**config.mk**
```make
export PLATFORM = sky130hd
export DESIGN_NAME = vx_mem_wb_queue
export DESIGN_NICKNAME = d
export VERILOG_FILES = /design/src/rtl/vx_mem_wb_queue.sv
export SDC_FILE = /design/constraint.sdc
export NUM_CORES = 1
export LEC_CHECK = 0
export ABC_AREA = 1
export CAP_MARGIN = 20
export CORE_UTILIZATION = 50
export CTS_BUF_LIST = sky130_fd_sc_hd__clkbuf_8
export DETAILED_ROUTE_END_ITERATION = 12
export PLACE_DENSITY = 0.82
export SYNTH_ARGS = -nofsm -noshare
export SYNTH_HDL_FRONTEND = slang
export SYNTH_SLANG_ARGS = --single-unit
```
**constraint.sdc**
```tcl
create_clock -name clk -period 14.61 [get_ports clk]
set_input_delay 3.6525 -clock clk [delete_from_list [all_inputs] [get_ports clk]]
set_output_delay 3.6525 -clock clk [all_outputs]
set_load 0.01 [all_outputs]
```
**src/rtl/vx_mem_wb_queue.sv**
```systemverilog
// Two-entry decoupling queue between the memory and writeback stages.
// Writeback data is selected at enqueue so the writeback stage sees one data bus.
module vx_mem_wb_queue #(
  parameter int NT  = 4,
  parameter int NWB = 3
) (
  input  logic                clk,
  input  logic                reset,
  input  logic                in_push,
  input  logic [NT-1:0]       in_valid,
  input  logic [NT*32-1:0]    in_alu_result,
  input  logic [NT*32-1:0]    in_mem_result,
  input  logic [31:0]         in_PC_next,
  input  logic [4:0]          in_rd,
  input  logic [1:0]          in_wb,
  input  logic [NWB-1:0]      in_warp_num,
  input  logic                in_flush,
  input  logic                in_wb_ready,
  output logic                out_stall,
  output logic                out_wb_valid,
  output logic [NT-1:0]       out_valid,
  output logic [4:0]          out_rd,
  output logic [1:0]          out_wb,
  output logic [NT*32-1:0]    out_write_data,
  output logic [NWB-1:0]      out_warp_num,
  output logic                out_overflow,
  output logic [31:0]         out_retired
);

  localparam int DW = NT * 32;

  logic [NT-1:0]  r_valid [2];
  logic [DW-1:0]  r_data  [2];
  logic [4:0]     r_rd    [2];
  logic [1:0]     r_wb    [2];
  logic [NWB-1:0] r_warp  [2];
  logic           r_wptr;
  logic           r_rptr;
  logic [1:0]     r_count;
  logic           r_overflow;
  logic [31:0]    r_retired;

  logic           w_any_lane;
  logic           w_push_ok;
  logic           w_push_ovf;
  logic           w_pop;
  logic           w_nonempty;
  logic [DW-1:0]  w_sel_data;

  assign w_any_lane = |in_valid;
  assign w_nonempty = (r_count != 2'd0);
  assign out_stall  = (r_count == 2'd2);
  assign w_push_ok  = in_push & w_any_lane & ~out_stall & ~in_flush;
  assign w_push_ovf = in_push & w_any_lane & out_stall;
  assign w_pop      = w_nonempty & in_wb_ready & ~in_flush;

  always_comb begin
    w_sel_data = '0;
    case (in_wb)
      2'd1:    w_sel_data = in_alu_result;
      2'd2:    w_sel_data = in_mem_result;
      2'd3:    w_sel_data = {NT{in_PC_next}};
      default: w_sel_data = '0;
    endcase
  end

  always_ff @(posedge clk or posedge reset) begin
    if (reset) begin
      for (int i = 0; i < 2; i++) begin
        r_valid[i] <= '0;
        r_data[i]  <= '0;
        r_rd[i]    <= '0;
        r_wb[i]    <= '0;
        r_warp[i]  <= '0;
      end
    end else if (w_push_ok) begin
      r_valid[r_wptr] <= in_valid;
      r_data[r_wptr]  <= w_sel_data;
      r_rd[r_wptr]    <= in_rd;
      r_wb[r_wptr]    <= in_wb;
      r_warp[r_wptr]  <= in_warp_num;
    end
  end

  // Flush wins over any push or pop presented in the same cycle.
  always_ff @(posedge clk or posedge reset) begin
    if (reset) begin
      r_wptr     <= 1'b0;
      r_rptr     <= 1'b0;
      r_count    <= 2'd0;
      r_overflow <= 1'b0;
      r_retired  <= '0;
    end else begin
      if (w_push_ovf) r_overflow <= 1'b1;
      if (in_flush) begin
        r_wptr  <= 1'b0;
        r_rptr  <= 1'b0;
        r_count <= 2'd0;
      end else begin
        if (w_push_ok) r_wptr <= ~r_wptr;
        if (w_pop) begin
          r_rptr    <= ~r_rptr;
          r_retired <= r_retired + 32'd1;
        end
        case ({w_push_ok, w_pop})
          2'b10:   r_count <= r_count + 2'd1;
          2'b01:   r_count <= r_count - 2'd1;
          default: r_count <= r_count;
        endcase
      end
    end
  end

  assign out_wb_valid   = w_nonempty;
  assign out_valid      = w_nonempty ? r_valid[r_rptr] : '0;
  assign out_rd         = w_nonempty ? r_rd[r_rptr]    : '0;
  assign out_wb         = w_nonempty ? r_wb[r_rptr]    : '0;
  assign out_write_data = w_nonempty ? r_data[r_rptr]  : '0;
  assign out_warp_num   = w_nonempty ? r_warp[r_rptr]  : '0;
  assign out_overflow   = r_overflow;
  assign out_retired    = r_retired;

endmodule

```
==> flow_metrics.tcl <==
set metrics [dict create \
    die_x_um 187 \
    power_mw 3.89 \
    grt_pass1_vias 17675 \
    worstSetupPathType "register to output port" \
    yosysUniqueCellTypes 27 \
    fmaxAchievable_ghz 0.130 \
    holdBufCountCts 0 \
    cp_num_buf_inv 3 \
    core_mm2 0.0335 \
    layout_commonest_cell "nand2_1" \
    gr-total-overflow 0 \
    wl_per_cell_um 21.1 \
    clk_latency_ns 0.59 \
    layout.cells.non_filler 3190 \
    cts_buffer_depth 3 \
    area_delta_synth_final_pct 34.0 \
    clkTransAtPathRegs_ns 0.06 \
    rows 67 \
    hold_viol 0 \
    cts-root-buf "clkbuf_8" \
    cp.depth 5 \
    endpoint "out_write_data[93]" \
    cts_setup_buffers 0 \
    setup.worst_path.start "r_rptr$_DFFE_PP0P_" \
    boundaryPins 484 \
    status "complete, no violations" \
    htreeDepth 2 \
    worst-path-max-fanout 117 \
    drive_above_1_share_pct 5.11 \
    rrSetupSlack_ns 11.06 \
    r2r-start "r_count[0]$_DFFE_PP0P_" \
    netlist_area_mm2 0.0170 \
    min_period_ns 7.70 \
    drc 0 \
    port-buffer-count 483 \
    powerDensity_mw_per_mm2 170 \
    via_count 18500 \
    final_max_slew_viol_count 0 \
    hold-worst-slack_ns 0.466 \
    critical_path.max_stage_delay_ns 0.92 \
    vias_per_cell 5.80 \
    final_cell_mix "nand2_1 (704), clkdlybuf4s50_1 (481), nand3_1 (475)" \
    ys_warn_count 0 \
    postRouteWirelength_mm 67.3 \
    first_pass_iters 6 \
    clock_sinks 321 \
    ys.flop_type "dfrtp_1" \
    slowest_stage "buf_4" \
    antenna_found_initial 3 \
    worst_ep_arrival_time_ns 4.05 \
    rsz0062_at_grt "no" \
    start_util_pct 50.8 \
    timing.rr.end "r_data[38]$_DFFE_PP0P_" \
    maxSlewHeadroom_pct 20.8 \
    synth_seq_area_share_pct 47.1 \
    crit_family "buffers and inverters" \
    synth_seq_cells 321 \
    grt_pass1_wl_mm 102 \
    worstMarginPinSlew_ns 1.19 \
    cap_viol_max_count 0 \
    skew_ns 0.0301 \
    leakage_nw 10.9 \
    ant_nets 0 \
    die_h_um 187 \
    gp_congestion 0.955 \
    crit_path_cell_trace "inv_4, buf_4, o21ai_0, a21oi_1, clkdlybuf4s50_1" \
    synth-edff-count 0 \
    synth_top_area_share_pct 47.1 \
    irDropWorstVdd_mv 0.133 \
    synthesis.nets 2630 \
    yosysTopAreaCell "dfrtp_1" \
    nets 3009 \
    dp_cells 3093 \
    rr_worst_depth 9 \
    netlist_top_cells_area "dfrtp_1 (47%), nand2_1 (16%), nand3_1 (14%)" \
    cts_tree "built" \
    dp_hpwl_mm 46.0 \
    postCtsResizedCells 0 \
    grt_usage_pct 38.0 \
    min_period_over_period_pct 52.7 \
    end_kind "output port" \
    critPathLaunchType "register" \
    ys_async_sr_fraction_pct 100 \
    postSynthAreaPerCell_um2 7.34 \
    synth_cells 2322 \
    die_area_mm2 0.0348 \
    grt_start_max_net_pins 192 \
    drt_first_iter_violations 2125 \
    cts_buffers 53 \
    finalSetupTns_ns 0 \
    setup_viol 0 \
    critical_path_required_ns 10.96 \
    hp-class "register to register" \
]
synthesized netlist by cell type (all sizes together), types with 6 or more instances:
library cell	number
o21ai	170
nor2	95
a21oi	196
clkbuf	115
nand3	477
inv	146
nand2	709
xnor2	8
xor2	9
nand4	6
buf	59
dfrtp	321
state kept, by name (all words and copies together), names as in the netlist:
name	count
r_data	256
out_retired	32
r_rd	10
r_valid	8
r_warp	6
r_wb	4
r_count	2
out_overflow	1
r_rptr	1
r_wptr	1
final cells by class:
type / instances / area [µm²]
multi-input cells: 1680 / 7690
repair buffers: 498 / 4980
fillers: 2830 / 10700
flip-flops and latches: 321 / 8040
clock inverters: 28 / 114
well taps: 448 / 561
diodes: 4 / 10.0
clock buffers: 64 / 881
inverters: 147 / 573
cell families after synthesis:
group | count (synthesis) | synth area share (%)
simple gates | 1295 | 32.6
xor+xnor | 17 | 0.874
flops | 321 | 47.1
compound gates | 367 | 11.5
buf+inv | 321 | 7.86
fa+ha+maj | 1 | 0.0734
through the flow:
| stage | util, % | setup slack, ns | instance area (µm²) |
|---|---|---|---|
| floorplan | - | 2.07 | 17000 |
| global placement | 65.0 | 7.46 | 21800 |
| detailed placement | 65.1 | 7.36 | 21800 |
| CTS | 68.0 | 7.02 | 22800 |
| global route | 68.1 | 6.86 | 22800 |
| finish | 68.1 | 6.91 | 22800 |
routing by layer:
metal	track usage (%)	vias to the layer above	share of wire, %
met5	0	-	0
met4	24.1	0	6.8
met2	60.1	1176	46
met1	47.4	8758	37
li1	-	8347	-
met3	8.37	219	9.9
worst register-to-register path, cell delays in order (launching register included):
cell	delay [ns]
dfrtp_1	0.38
inv_2	0.08
nand2_2	0.09
nand3_4	0.11
nor2_4	0.09
buf_4	0.74
nand2_4	0.23
inv_6	0.50
buf_4	0.93
o21ai_0	0.26
worst min path at each step:
stage	start	end	slack, ns	cells past startpoint
after floorplan	r_data[255]$_DFFE_PP0P_	r_data[255]$_DFFE_PP0P_	0.44	2
after global placement	r_data[159]$_DFFE_PP0P_	r_data[159]$_DFFE_PP0P_	0.45	2
after detailed placement	r_data[150]$_DFFE_PP0P_	r_data[150]$_DFFE_PP0P_	0.45	2
after CTS	r_data[129]$_DFFE_PP0P_	r_data[129]$_DFFE_PP0P_	0.47	2
after global routing	r_data[141]$_DFFE_PP0P_	r_data[141]$_DFFE_PP0P_	0.48	2
final	r_data[130]$_DFFE_PP0P_	r_data[130]$_DFFE_PP0P_	0.47	2
where the power goes:
group	leakage (nW)	total [mW]	switching (mW)	internal, mW
Sequential	4.04	1.44	0.181	1.26
Clock	0.598	0.754	0.362	0.392
Combinational	6.21	1.70	0.972	0.729
No activity file was read; power rests on OpenSTA's default activity.
